<file path="src/rtl/rv32_pipeline_pkg.sv">
// Shared pipeline types and constants for the RV32IM front end.
// Holds the fetch FSM encoding, the IF/ID payload layout and the reset/bubble words.
package rv32_pipeline_pkg;

    localparam logic [31:0] RESET_PC  = 32'h0000_0000;
    localparam logic [31:0] NOP_INSTR = 32'h0000_0013;

    typedef enum logic [1:0] {
        IDLE  = 2'd0,
        FETCH = 2'd1,
        HOLD  = 2'd2
    } fetch_state_t;

    typedef struct packed {
        logic [31:0] pc;
        logic [31:0] pc4;
        logic [31:0] instr;
        logic        valid;
    } if_id_t;

    function automatic logic [31:0] word_align(input logic [31:0] addr);
        return {addr[31:2], 2'b00};
    endfunction

endpackage

</file>
<file path="src/rtl/if_id_register.sv">
// IF/ID pipeline register: one-cycle load; flush beats stall, stall holds every field.
// No backpressure of its own; an idle non-stalled cycle loads a bubble.
module if_id_register
    import rv32_pipeline_pkg::*;
#(
    parameter logic [31:0] NOP_INSTR = rv32_pipeline_pkg::NOP_INSTR
) (
    input  logic        core_clk,
    input  logic        arst_n,
    input  logic        flush,
    input  logic        stall,
    input  logic        load_vld,
    input  logic [31:0] load_pc,
    input  logic [31:0] load_pc4,
    input  logic [31:0] load_instr,
    output logic [31:0] ifid_pc,
    output logic [31:0] ifid_pc4,
    output logic [31:0] ifid_instr,
    output logic        ifid_vld
);

    localparam if_id_t IFID_RESET = '{pc: 32'h0, pc4: 32'h4, instr: NOP_INSTR, valid: 1'b0};

    if_id_t ifid_q;
    if_id_t ifid_d;

    always_comb begin
        ifid_d = ifid_q;
        if (flush) begin
            ifid_d.instr = NOP_INSTR;
            ifid_d.valid = 1'b0;
        end else if (!stall) begin
            if (load_vld) begin
                ifid_d = '{pc: load_pc, pc4: load_pc4, instr: load_instr, valid: 1'b1};
            end else begin
                // Bubble: PC fields keep their last values, only the payload is killed.
                ifid_d.instr = NOP_INSTR;
                ifid_d.valid = 1'b0;
            end
        end
    end

    always_ff @(posedge core_clk or negedge arst_n) begin
        if (!arst_n) begin
            ifid_q <= IFID_RESET;
        end else begin
            ifid_q <= ifid_d;
        end
    end

    assign ifid_pc    = ifid_q.pc;
    assign ifid_pc4   = ifid_q.pc4;
    assign ifid_instr = ifid_q.instr;
    assign ifid_vld   = ifid_q.valid;

endmodule

</file>
<file path="src/rtl/instruction_fetch_unit.sv">
// Fetch stage: owns the PC, runs the IMEM READ/BUSYWAIT handshake, feeds IF/ID; 1+N cycles per instruction.
// Decode STALL parks a completed word in a one-entry hold buffer; EX redirects kill in-flight fetches.
module instruction_fetch_unit
    import rv32_pipeline_pkg::*;
#(
    parameter logic [31:0] RESET_PC  = rv32_pipeline_pkg::RESET_PC,
    parameter logic [31:0] NOP_INSTR = rv32_pipeline_pkg::NOP_INSTR
) (
    input  logic        CLK,
    input  logic        RESET_N,
    output logic        IMEM_READ,
    output logic [31:0] IMEM_ADDRESS,
    input  logic [31:0] IMEM_READINST,
    input  logic        IMEM_BUSYWAIT,
    input  logic        STALL,
    input  logic        BRANCH_TAKEN,
    input  logic [31:0] BRANCH_TARGET,
    output logic [31:0] IFID_PC,
    output logic [31:0] IFID_PC4,
    output logic [31:0] IFID_INSTR,
    output logic        IFID_VALID
);

    fetch_state_t state_q, state_d;
    logic [31:0]  pc_q, pc_d;
    logic         read_q, read_d;
    logic         kill_q, kill_d;
    logic [31:0]  redirect_pc_q, redirect_pc_d;
    logic [31:0]  hold_instr_q, hold_instr_d;

    logic         ifid_load;
    logic [31:0]  ifid_load_instr;
    logic [31:0]  pc_plus4;
    logic [31:0]  target_aligned;

    assign pc_plus4       = pc_q + 32'd4;
    assign target_aligned = word_align(BRANCH_TARGET);

    always_comb begin
        state_d         = state_q;
        pc_d            = pc_q;
        kill_d          = kill_q;
        redirect_pc_d   = redirect_pc_q;
        hold_instr_d    = hold_instr_q;
        ifid_load       = 1'b0;
        ifid_load_instr = IMEM_READINST;
        case (state_q)
            IDLE: begin
                if (BRANCH_TAKEN) begin
                    pc_d = target_aligned;
                end else begin
                    state_d = FETCH;
                end
            end
            FETCH: begin
                if (!IMEM_BUSYWAIT) begin
                    state_d = IDLE;
                    kill_d  = 1'b0;
                    if (BRANCH_TAKEN) begin
                        pc_d = target_aligned;
                    end else if (kill_q) begin
                        pc_d = redirect_pc_q;
                    end else if (STALL) begin
                        hold_instr_d = IMEM_READINST;
                        state_d      = HOLD;
                    end else begin
                        ifid_load = 1'b1;
                        pc_d      = pc_plus4;
                    end
                end else if (BRANCH_TAKEN) begin
                    // Memory is mid-access: keep the address stable and squash the word on arrival.
                    kill_d        = 1'b1;
                    redirect_pc_d = target_aligned;
                end
            end
            HOLD: begin
                if (BRANCH_TAKEN) begin
                    pc_d    = target_aligned;
                    state_d = IDLE;
                end else if (!STALL) begin
                    ifid_load       = 1'b1;
                    ifid_load_instr = hold_instr_q;
                    pc_d            = pc_plus4;
                    state_d         = IDLE;
                end
            end
            default: state_d = IDLE;
        endcase
        read_d = (state_d == FETCH);
    end

    always_ff @(posedge CLK or negedge RESET_N) begin
        if (!RESET_N) begin
            state_q       <= IDLE;
            pc_q          <= RESET_PC;
            read_q        <= 1'b0;
            kill_q        <= 1'b0;
            redirect_pc_q <= RESET_PC;
            hold_instr_q  <= NOP_INSTR;
        end else begin
            state_q       <= state_d;
            pc_q          <= pc_d;
            read_q        <= read_d;
            kill_q        <= kill_d;
            redirect_pc_q <= redirect_pc_d;
            hold_instr_q  <= hold_instr_d;
        end
    end

    assign IMEM_READ    = read_q;
    assign IMEM_ADDRESS = pc_q;

    if_id_register #(
        .NOP_INSTR (NOP_INSTR)
    ) u_if_id_register (
        .core_clk   (CLK),
        .arst_n     (RESET_N),
        .flush      (BRANCH_TAKEN),
        .stall      (STALL),
        .load_vld   (ifid_load),
        .load_pc    (pc_q),
        .load_pc4   (pc_plus4),
        .load_instr (ifid_load_instr),
        .ifid_pc    (IFID_PC),
        .ifid_pc4   (IFID_PC4),
        .ifid_instr (IFID_INSTR),
        .ifid_vld   (IFID_VALID)
    );

endmodule
</file>
<file path="config.mk">
export PLATFORM = sky130hd
export DESIGN_NAME = instruction_fetch_unit
export DESIGN_NICKNAME = d
export VERILOG_FILES = /design/src/rtl/rv32_pipeline_pkg.sv /design/src/rtl/if_id_register.sv /design/src/rtl/instruction_fetch_unit.sv
export SDC_FILE = /design/constraint.sdc
export NUM_CORES = 1
export LEC_CHECK = 0
export CAP_MARGIN = 0
export CORE_MARGIN = 4
export CORE_UTILIZATION = 55
export DETAILED_ROUTE_END_ITERATION = 8
export PLACE_DENSITY = 0.81
export SLEW_MARGIN = 10
export SYNTH_ARGS = -nofsm -noshare
export SYNTH_HDL_FRONTEND = slang
export SYNTH_HIERARCHICAL = 1
export SYNTH_SLANG_ARGS = --single-unit
</file>
<file path="constraint.sdc">
create_clock -name CLK -period 5.5 [get_ports CLK]
set_clock_uncertainty 0.15 [all_clocks]
set_input_delay 0.825 -clock CLK [delete_from_list [all_inputs] [get_ports CLK]]
set_output_delay 0.825 -clock CLK [all_outputs]
set_load 0.01 [all_outputs]
</file>
# Yosys cells after proc, flatten, opt, wreduce, memory -nomap -nowiden
# Index checks and enable logic that the tools add are counted.
[totals] reg_bits=195 input_bits=69 out_inout_bits=130 word_cells=56
[op_classes] addsub=1 n_eq_ne=7 n_mux=27 n_bitwise=4 reduce_logical=7
[op_table] cell="32-bit two-way mux" count=7
[op_table] cell="33-bit two-way mux" count=3
[op_table] cell="32-bit case mux with 3 select lines" count=1
[op_table] cell="32-bit by 3-bit adder with 32-bit output, second input constant" count=1
[op_table] cell="2-bit two-way mux" count=7
[op_table] cell="3-bit AND reduction" count=3
[op_table] cell="1-bit two-way mux" count=7
[op_table] cell="2-bit case mux with 3 select lines" count=1
[op_table] cell="5-bit AND reduction" count=1
[op_table] cell="2-bit by 1-bit equality test with 1-bit output, second input constant" count=2
[op_table] cell="2-bit by 1-bit != test with 1-bit output, second input constant" count=2
[op_table] cell="2-bit != test, second input constant" count=2
[op_table] cell="1-bit inverter" count=4
[op_table] cell="3-bit nonzero test" count=1
[op_table] cell="2-bit equality test, second input constant" count=1
[op_table] cell="2-bit zero test" count=1
[op_table] cell="1-bit case mux with 2 select lines" count=1
[op_table] cell="2-bit AND reduction" count=1

# Logic depth before layout (Yosys ltp)
# Gate-level depths: netlist of the first run.
[depth] word_depth=8 depth_mapped=11 ltp_nobuf=7

# Hierarchy
# Netlist of the first run, hierarchy kept.
[by_module_without_submodules] module="instruction_fetch_unit" n_inst=1 cells_per_inst=602 area_per_inst_um2=5921.9 seq_area_each_um2=2406.1
[by_module_without_submodules] module="if_id_register" n_inst=1 cells_per_inst=281 area_per_inst_um2=4132.7 seq_area_each_um2=2432.3

# Worst setup path after synthesis of the first run
# Ideal clock, no wire load.
[synth_timing] path_type="input to register" startpoint="in STALL" endpoint="reg u_if_id_register.ifid_q, in the netlist u_if_id_register/ifid_pc4[0]" setup_ns=0.125 arrival_ns=2.758 t_required_ns=5.225 path_slack_ns=2.467 stages=9 n_path_buf=4 path_cell_list="inv_1 > o21ai_0 > clkbuf_1 > clkbuf_1 > a211oi_1 > nor3b_2 > buf_6 > buf_12 > mux2_4"
[synth_between] elab_chain_len=6 elab_cells_between_ends=8 classes_between="6 x mux; 1 x bitwise; 1 x reduce/logical"
[synth_rtl] item="start: declaration" line_no="instruction_fetch_unit.sv:15" rtl="input logic STALL,"
[synth_rtl] item="1-bit two-way mux *" line_no="instruction_fetch_unit.sv:63, instruction_fetch_unit.sv:80"
[synth_rtl] item="1-bit two-way mux" line_no="instruction_fetch_unit.sv:61" rtl="end else if (kill_q) begin"
[synth_rtl] item="1-bit two-way mux" line_no="instruction_fetch_unit.sv:59" rtl="if (BRANCH_TAKEN) begin"
[synth_rtl] item="1-bit two-way mux" line_no="instruction_fetch_unit.sv:56" rtl="if (!IMEM_BUSYWAIT) begin"
[synth_rtl] item="1-bit case mux with 2 select lines *" line_no="instruction_fetch_unit.sv:47" rtl="case (state_q)"
[synth_rtl] item="named net ifid_load" line_no="instruction_fetch_unit.sv:31" rtl="logic ifid_load;"
[synth_rtl] item="3-bit AND reduction (no line) *"
[synth_rtl] item="end signal: assignment" line_no="if_id_register.sv:47" rtl="ifid_q <= ifid_d;"
[synth_rtl] item="end: declaration" line_no="if_id_register.sv:24" rtl="if_id_t ifid_q;"
# Mark *: on every way through the listed nets, which the timed path passes. The rest lies on a longest branch.
# A chain may end at the register's enable or synchronous reset.

# Final worst setup path of the first run
[layout_timing] startpoint="reg state_q[1]" endpoint="reg u_if_id_register.ifid_q, in the netlist u_if_id_register/ifid_pc[5]"
[layout_between] elab_chain_len=3 elab_cells_between_ends=4 classes_between="2 x eq/ne; 1 x mux; 1 x reduce/logical"
[layout_rtl] item="start: declaration" line_no="instruction_fetch_unit.sv:24" rtl="fetch_state_t state_q, state_d;"
[layout_rtl] item="start signal: assignment" line_no="instruction_fetch_unit.sv:101" rtl="state_q <= state_d;"
[layout_rtl] item="2-bit equality test / 2-bit by 1-bit equality test with 1-bit output (equally long branches)" line_no="instruction_fetch_unit.sv:47"
[layout_rtl] item="1-bit case mux with 2 select lines *" line_no="instruction_fetch_unit.sv:47"
[layout_rtl] item="named net ifid_load" line_no="instruction_fetch_unit.sv:31"
[layout_rtl] item="3-bit AND reduction (no line) *"
# Marked as above.

==> results of run 1 <==
[flip-flops by register name, summed over array words and instances (netlist names), 2 cells and up]
register	count
IMEM_ADDRESS	30
u_if_id_register/ifid_instr	32
state_q	2
u_if_id_register/ifid_pc	32
hold_instr_q	32
u_if_id_register/ifid_pc4	32
redirect_pc_q	30
[cell usage after synthesis (3+ instances only)]
master | number | area share, %
sky130_fd_sc_hd__o211ai_1 | 6 | 0.45
sky130_fd_sc_hd__a31o_2 | 3 | 0.26
sky130_fd_sc_hd__dfstp_2 | 7 | 1.8
sky130_fd_sc_hd__o31ai_1 | 7 | 0.52
sky130_fd_sc_hd__a21oi_1 | 56 | 2.8
sky130_fd_sc_hd__mux2_2 | 94 | 11
sky130_fd_sc_hd__mux2i_1 | 4 | 0.40
sky130_fd_sc_hd__o21ai_0 | 36 | 1.8
sky130_fd_sc_hd__nor2_1 | 49 | 1.8
sky130_fd_sc_hd__ha_1 | 5 | 0.62
sky130_fd_sc_hd__buf_12 | 6 | 1.2
sky130_fd_sc_hd__a221oi_1 | 12 | 1.0
sky130_fd_sc_hd__o21bai_1 | 3 | 0.22
sky130_fd_sc_hd__dfrtp_1 | 186 | 46
sky130_fd_sc_hd__buf_2 | 12 | 0.60
sky130_fd_sc_hd__inv_1 | 8 | 0.30
sky130_fd_sc_hd__mux2_4 | 60 | 9.0
sky130_fd_sc_hd__clkbuf_1 | 47 | 1.8
sky130_fd_sc_hd__xor2_1 | 12 | 1.0
sky130_fd_sc_hd__and3_1 | 3 | 0.19
sky130_fd_sc_hd__a22oi_1 | 8 | 0.60
sky130_fd_sc_hd__nand3_1 | 22 | 1.1
sky130_fd_sc_hd__nand4_1 | 12 | 0.75
sky130_fd_sc_hd__a211oi_1 | 9 | 0.67
sky130_fd_sc_hd__nand3b_1 | 29 | 2.2
sky130_fd_sc_hd__o31a_1 | 5 | 0.44
sky130_fd_sc_hd__nor3b_1 | 3 | 0.22
sky130_fd_sc_hd__nor2b_1 | 7 | 0.44
sky130_fd_sc_hd__xnor2_1 | 19 | 1.7
sky130_fd_sc_hd__a221o_1 | 4 | 0.40
sky130_fd_sc_hd__and2_1 | 4 | 0.25
sky130_fd_sc_hd__or4_1 | 6 | 0.45
sky130_fd_sc_hd__nand2_1 | 55 | 2.1
sky130_fd_sc_hd__and4_1 | 3 | 0.26
sky130_fd_sc_hd__nor4_1 | 6 | 0.37
sky130_fd_sc_hd__mux2_1 | 4 | 0.45
sky130_fd_sc_hd__nor3_1 | 23 | 1.1
sky130_fd_sc_hd__nand2b_1 | 5 | 0.31
[report_power, final]
group          switching [mW]  internal [mW]  total [mW]
registers               0.546           1.96        2.51
clock network           0.584          0.621        1.20
logic                    1.15           1.40        2.55
[layer usage]
| layer | vias to the layer above | global-route usage (%) |
|---|---|---|
| met3 | 46 | 8.51 |
| met4 | 2 | 8.15 |
| met5 | - | 0 |
| met1 | 3773 | 33.4 |
| met2 | 345 | 38.5 |
| li1 | 3523 | - |
[cells by family (layout without fill, tap and decap cells)]
| group | count (synthesis) | after routing | share of synthesized area, % |
|---|---|---|---|
| mux | 162 | 162 | 20.3 |
| buf+inv | 82 | 251 | 4.43 |
| other cells | 1 | 7 | 0.0373 |
| fa+ha+maj | 5 | 5 | 0.622 |
| xor+xnor | 31 | 31 | 2.70 |
| compound gates | 173 | 173 | 11.1 |
| simple gates | 236 | 236 | 12.6 |
| flops | 193 | 193 | 48.1 |
[metrics by stage]
step                      hold WS (ns)  cell area [µm²]  cells  power, mW  util [%]
after floorplan                  0.324            10100    888       3.95         -
after global placement           0.319            12000   1254       4.95      67.0
after detailed placement         0.333            12000   1254       5.05      67.0
after CTS                        0.351            12600   1286       6.27      70.2
after global routing             0.364            12600   1286       6.63      70.2
final                            0.347            12600   1287       6.26      70.2
[worst max-delay path by stage]
stage | cells after the start | start | slack (ns) | endpoint
global placement | 6 | IMEM_BUSYWAIT | 1.80 | u_if_id_register/ifid_pc[22]
floorplan | 9 | STALL | 2.47 | u_if_id_register/ifid_pc4[0]
detailed placement | 6 | IMEM_BUSYWAIT | 1.77 | u_if_id_register/ifid_pc[22]
CTS | 9 | state_q[1] | 1.89 | u_if_id_register/ifid_pc[22]
finish | 9 | state_q[1] | 1.91 | u_if_id_register/ifid_pc[5]
global route | 9 | state_q[1] | 1.63 | u_if_id_register/ifid_pc[22]
[worst max-delay path: cells and delay by family (launching register included)]
kind | cells | cell delay [ns]
AOI/OAI and AO/OA | 2 | 0.40
adders and majority gates | 1 | 0.44
buffers and inverters | 3 | 1.15
and+or+nand+nor | 2 | 0.51
DFF | 1 | 0.40
muxes | 1 | 0.36
[layout make-up]
| class | count | area, µm² |
|---|---|---|
| fill | 1339 | 5360 |
| antenna | 1 | 2.50 |
| clock buffer | 19 | 453 |
| multi-input combinational | 613 | 4820 |
| inverter | 9 | 33.8 |
| clock inverter | 13 | 115 |
| timing repair buffer | 210 | 2060 |
| tap | 229 | 287 |
| sequential | 193 | 4840 |
==> impl_results.md, run 1 <==
* Gate count of the mapped netlist at 883
* Number of sinks driven by the clock tree at 193
* Hold path startpoint: u_if_id_register/ifid_pc[22]
* Result of the run: finished, final reports clean
* Netlist cell types at 69
* Die Outline Area at 20,500 µm²
* Mean post-synth cell area at 11.4 µm²
* Worst hold-check path type: register to register
* Launch instance of the worst register-to-register path: state_q[1]
* Leakage at 5.19 nW
* Number of buffers created by CTS at 17
* Capturing element type of the critical path: register
* Share of flip-flops with an asynchronous set or reset at 100%
* DRC violation count after routing at 0
* Count of antenna-violating nets left after detailed routing at 0
* Max Slew Vio Count at 0
* Buffer cell driving the clock tree root: sky130_fd_sc_hd__clkbuf_16
* Critical Path RT at 5.67 ns
* Worst Setup Slack post-DPL at 1.77 ns
* Met3 WL at 2.61 mm
* Post-route setup TNS at 0 ns
* Critical path cell sequence: inv_1 -> ha_1 -> nor2b_1 -> o21ai_1 -> a211oi_4 -> buf_4 -> nor3b_4 -> buf_4 -> mux2_4
* Relative max-transition margin at 29.6%
* Reg clk slew, reported paths at 0.07 ns
* First-pass GRT wire length at 40.7 mm
* X dimension of the die at 143 µm
* Setup slack of the most critical reg-to-reg path at 1.91 ns
* Power density over the cells at 497 nW/µm²
* Critical path class: register to register
* Transition time at the pin with the least slew margin at 1.06 ns
* Count of buffers added by post-CTS timing repair for setup at 0
* Remaining global-route overflow at 0
* Core box area at 18,000 µm²
* WP data arrival at 3.76 ns
* Area added between synthesis and finish at 25.4%
* Count of final hold-check violations at 0
* Number of flops mapped to enable cells by yosys at 0
* Detailed Routing Iterations Pass 1 at 7
* Number of vias per cell at 5.97
* Total via count after detailed routing at 7,689
* Antenna violations before repair at 1
* Count of cells along the worst hold path at 1
* Worst setup margin at 1.91 ns
* Worst hold endpoint: u_if_id_register/ifid_pc[22]
* TritonCTS clock tree: built
* Unrepaired setup endpoints after global routing: no
* Sum of routed wire segments on met1 at 10.7 mm
* Post-synthesis sequential area ratio at 48.1%
* Max IR drop VDD at 282 µV
* Post-DR wirelength/cell at 20.0 µm
* Standard-cell row count at 49
* Commonest non-fill, non-tap cells in the layout: sky130_fd_sc_hd__clkdlybuf4s50_1 (191), sky130_fd_sc_hd__dfrtp_1 (186), sky130_fd_sc_hd__mux2_2 (94)
* Pin count of the biggest net entering global routing at 121
* Max-capacitance violation count at 0
* Critical-path maximum fanout at 44
* Total Routed Length at 25.7 mm
* Delay of the slowest cell on the worst path at 0.66 ns
* Slowest stage cell on the critical path: sky130_fd_sc_hd__buf_4
* Post-Syn Area at 10,100 µm²
* Type of element launching the critical path: register
* RR Endpoint: u_if_id_register/ifid_pc[5]
* Clock latency reported for the late side of the worst-skew pair at 0.43 ns
* Initial detailed-routing violation count at 602
* Setup-violating endpoint count in the final report at 0
* Detail Placement HPWL at 16.9 mm
* Die height at 143 µm
* Final worst path period need at 3.59 ns
* Post-cts gate resize count at 0
* All-Layer GR Usage at 25.0%
* Count of state elements after synthesis at 193
* I/O pin total at 199
* Net count, final at 1,118
* Initial Utilization at 56.0%
* Vias in the first global route at 7,528
* Main synth FF type: sky130_fd_sc_hd__dfrtp_1
* GP Congestion at 0.847
* Sum of met2 wire segment lengths after detailed routing at 11.9 mm
* Hold bufs inserted after CTS at 0
* H-tree depth reported by CTS at 4
* Commonest non-fill, non-tap cell in the layout: sky130_fd_sc_hd__clkdlybuf4s50_1
* CP most frequent cell: sky130_fd_sc_hd__buf_4
* Number of buffer cells added on primary ports at 194
* Fmax at 278 MHz
* Number of cell instances on the worst register-to-register path at 9
* Fraction of layout cells with a size suffix above 1 at 21.4%
* Yosys warning total at 6
* Maximum buffer depth of the clock tree at 2
* Crit share post-route at 65.3%
* Max Used Layer: met5
Note: power is estimated with default switching activity, not from simulation.
==> run 2, diff against run 1 <==
--- a/config.mk
+++ b/config.mk
@@ -7,9 +7,9 @@
 export LEC_CHECK = 0
 export CAP_MARGIN = 0
 export CORE_MARGIN = 4
-export CORE_UTILIZATION = 55
+export CORE_UTILIZATION = 52
 export DETAILED_ROUTE_END_ITERATION = 8
-export PLACE_DENSITY = 0.81
+export PLACE_DENSITY = 0.77
 export SLEW_MARGIN = 10
 export SYNTH_ARGS = -nofsm -noshare
 export SYNTH_HDL_FRONTEND = slang
==> constraint.sdc (replaced) <==
create_clock -name CLK -period 3.51 [get_ports CLK]
set_clock_uncertainty 0.15 [all_clocks]
set_input_delay 0.5265 -clock CLK [delete_from_list [all_inputs] [get_ports CLK]]
set_output_delay 0.5265 -clock CLK [all_outputs]
set_load 0.01 [all_outputs]
==> run 2 against run 1 <==
  * Non-clock buffer count grew 9
  * Combinational power grew 60%
  * Critical path type unchanged
  * Clock-buffer cell count rose by 1
  * Worst hold slack worse by 0.0091 ns
  * Critical endpoint is now u_if_id_register/ifid_pc[23]
  * Utilization is 2.0 points lower
  * Sequential share of layout area fell by 0.69 points
  * Total power grew 61%
  * Setup slack got worse by 1.3 ns
==> impl_results.md, run 2 (synthesis gave the netlist of run 1 again) <==
* Area added between synthesis and finish at 27.7%
* Worst hold endpoint: u_if_id_register/ifid_pc[22]
* X dimension of the die at 147 µm (+2.7%)
* Result of the run: finished, final reports clean
* Net count, final at 1,127 (+0.81%)
* Crit share post-route at 82.7% (+17 points)
* Total Routed Length at 26.4 mm (+2.4%)
* Maximum buffer depth of the clock tree at 2 (unchanged)
* Reg clk slew, reported paths at 0.07 ns (about the same)
* Number of buffer cells added on primary ports at 194 (unchanged)
* WP data arrival at 3.06 ns (-0.70 ns)
* Slowest stage cell on the critical path: sky130_fd_sc_hd__ha_1
* Initial detailed-routing violation count at 657 (+9.1%)
* Vias in the first global route at 7,680 (+2.0%)
* Area after detailed placement at 12,200 µm² (+1.3%)
* Relative max-transition margin at 47.3% (+18 points)
* Critical-path maximum fanout at 32 (-27%)
* Core box area at 18,800 µm² (+4.8%)
* Delay of the slowest cell on the worst path at 0.43 ns (-0.23 ns)
* Post-DR wirelength/cell at 19.9 µm (-0.66%)
* All-Layer GR Usage at 24.3% (-0.62 points)
* Transition time at the pin with the least slew margin at 0.789 ns (-0.267 ns)
* Clock latency reported for the late side of the worst-skew pair at 0.43 ns (about the same)
* Max-capacitance violation count at 0 (unchanged)
* Max IR drop VDD at 446 µV (+58%)
* Final worst path period need at 2.90 ns (-0.691 ns)
* Worst hold-check path type: register to register
* Cell count after placement at 1,293 (+3.1%)
* Post-route setup TNS at 0 ns (unchanged)
* Number of buffers created by CTS at 17 (unchanged)
* RR Endpoint: u_if_id_register/ifid_pc[23]
* Capturing element type of the critical path: register
* Family of cells with the greatest summed delay on the critical path: simple AND/OR/NAND/NOR gates
* Pin count of the biggest net entering global routing at 71 (-41%)
* Critical Path RT at 3.67 ns (-2.00 ns)
* Detail Placement HPWL at 17.8 mm (+5.3%)
* Fraction of layout cells with a size suffix above 1 at 21.8% (+0.38 points)
* Number of vias per cell at 5.86 (-1.9%)
* First-pass GRT wire length at 42.4 mm (+4.3%)
* Hold path startpoint: u_if_id_register/ifid_pc[22]
* Initial Utilization at 53.4% (-2.6 points)
* Number of sinks driven by the clock tree at 193 (unchanged)
* Setup slack of the most critical reg-to-reg path at 0.61 ns (-1.30 ns)
* Count of final hold-check violations at 0 (unchanged)
* Worst setup margin at 0.609 ns (-1.30 ns)
* H-tree depth reported by CTS at 4 (unchanged)
* DRC violation count after routing at 0 (unchanged)
* Die Outline Area at 21,600 µm² (+5.4%)
* Unrepaired setup endpoints after global routing: no
* TritonCTS clock tree: built
* Launch instance of the worst register-to-register path: state_q[1]
* Buffer cell driving the clock tree root: sky130_fd_sc_hd__clkbuf_16
* Commonest non-fill, non-tap cell in the layout: sky130_fd_sc_hd__clkdlybuf4s50_1
* Remaining global-route overflow at 0 (unchanged)
* Number of cell instances on the worst register-to-register path at 8 (-1)
* Count of cells along the worst hold path at 1 (unchanged)
* Post-route design area at 12,800 µm² (+1.8%)
* Total via count after detailed routing at 7,778 (+1.2%)
* Detailed Routing Iterations Pass 1 at 9 (+2)
* GP Congestion at 0.894 (+5.6%)
* Critical path class: register to register
* Critical path buffers and inverters at 2 (-1)
* Die height at 147 µm (+2.7%)
* Count of non-filler cells in the finished layout at 1,327 (+3.1%)
* Max Slew Vio Count at 0 (unchanged)
* Standard-cell row count at 50 (+2.0%)
* Fmax at 345 MHz (+24%)
* Antenna violations before repair at 1 (unchanged)
* Setup-violating endpoint count in the final report at 0 (unchanged)
* Type of element launching the critical path: register
* Power density over the cells at 785 nW/µm² (+58%)
* Count of antenna-violating nets left after detailed routing at 0 (unchanged)
* Worst Setup Slack post-DPL at 0.643 ns (-1.12 ns)
* Fill count at 1,418 (+5.9%)
* Critical path cell sequence: inv_1 -> ha_1 -> nor2b_1 -> o21ai_1 -> a211oi_4 -> nor3b_4 -> buf_12 -> mux2_1
* I/O pin total at 199 (unchanged)
* Commonest non-fill, non-tap cells in the layout: sky130_fd_sc_hd__clkdlybuf4s50_1 (191), sky130_fd_sc_hd__dfrtp_1 (186), sky130_fd_sc_hd__mux2_2 (94)
* Leakage at 5.28 nW (+1.8%)
-- run 2: what timing repair did --
item                       in CTS  in global routing
setup endpoints to repair       0                  0
gates resized for setup         0                  0
hold endpoints to repair       65                  0
setup buffers                   0                  0
hold buffers                    1                  0
-- run 2: how the worst max path moves through the flow --
stage / startpoint / end / slack (ns) / cells past startpoint
after CTS: state_q[1] / u_if_id_register/ifid_pc[23] / 0.61 / 8
after global placement: state_q[1] / u_if_id_register/ifid_pc[22] / 0.74 / 8
after floorplan: state_q[1] / u_if_id_register/ifid_pc4[0] / 0.57 / 11
final: state_q[1] / u_if_id_register/ifid_pc[23] / 0.61 / 8
after detailed placement: state_q[1] / u_if_id_register/ifid_pc[23] / 0.64 / 8
after global routing: state_q[1] / u_if_id_register/ifid_pc[23] / 0.47 / 8
-- run 2: metrics by stage --
step | utilization, % | total power, mW | hold WS, ns
after global routing | 68.2 | 10.6 | 0.351
after CTS | 68.2 | 10.1 | 0.340
after detailed placement | 64.8 | 8.00 | 0.324
after global placement | 64.8 | 7.84 | 0.317
final | 68.2 | 10.1 | 0.338
after floorplan | - | 6.19 | 0.0809
-- run 2: cell type report --
class | count | area, µm² | share of cell area, %
diodes | 1 | 2.50 | 0.0195
clock buffers | 20 | 447 | 3.48
clock inverters | 12 | 181 | 1.41
inverters | 9 | 33.8 | 0.263
multi-input cells | 613 | 4820 | 37.6
flip-flops and latches | 193 | 4840 | 37.7
well taps | 260 | 325 | 2.53
repair buffers | 219 | 2190 | 17.0
-- run 2: per-layer routing --
layer  wire, µm  vias to the layer above  GRT usage (%)
met5         13                        -              0
met4        506                        2           6.76
met3       2400                       49           6.76
met2      12500                      367           39.2
met1      10900                     3821           32.6
li1           -                     3539              -
-- run 2: power breakdown --
part           internal, mW  total, mW  switching, mW
Combinational          2.23       4.07           1.83
Sequential             3.08       3.93          0.856
Clock                  1.22       2.07          0.856
Total                  6.53       10.1           3.55
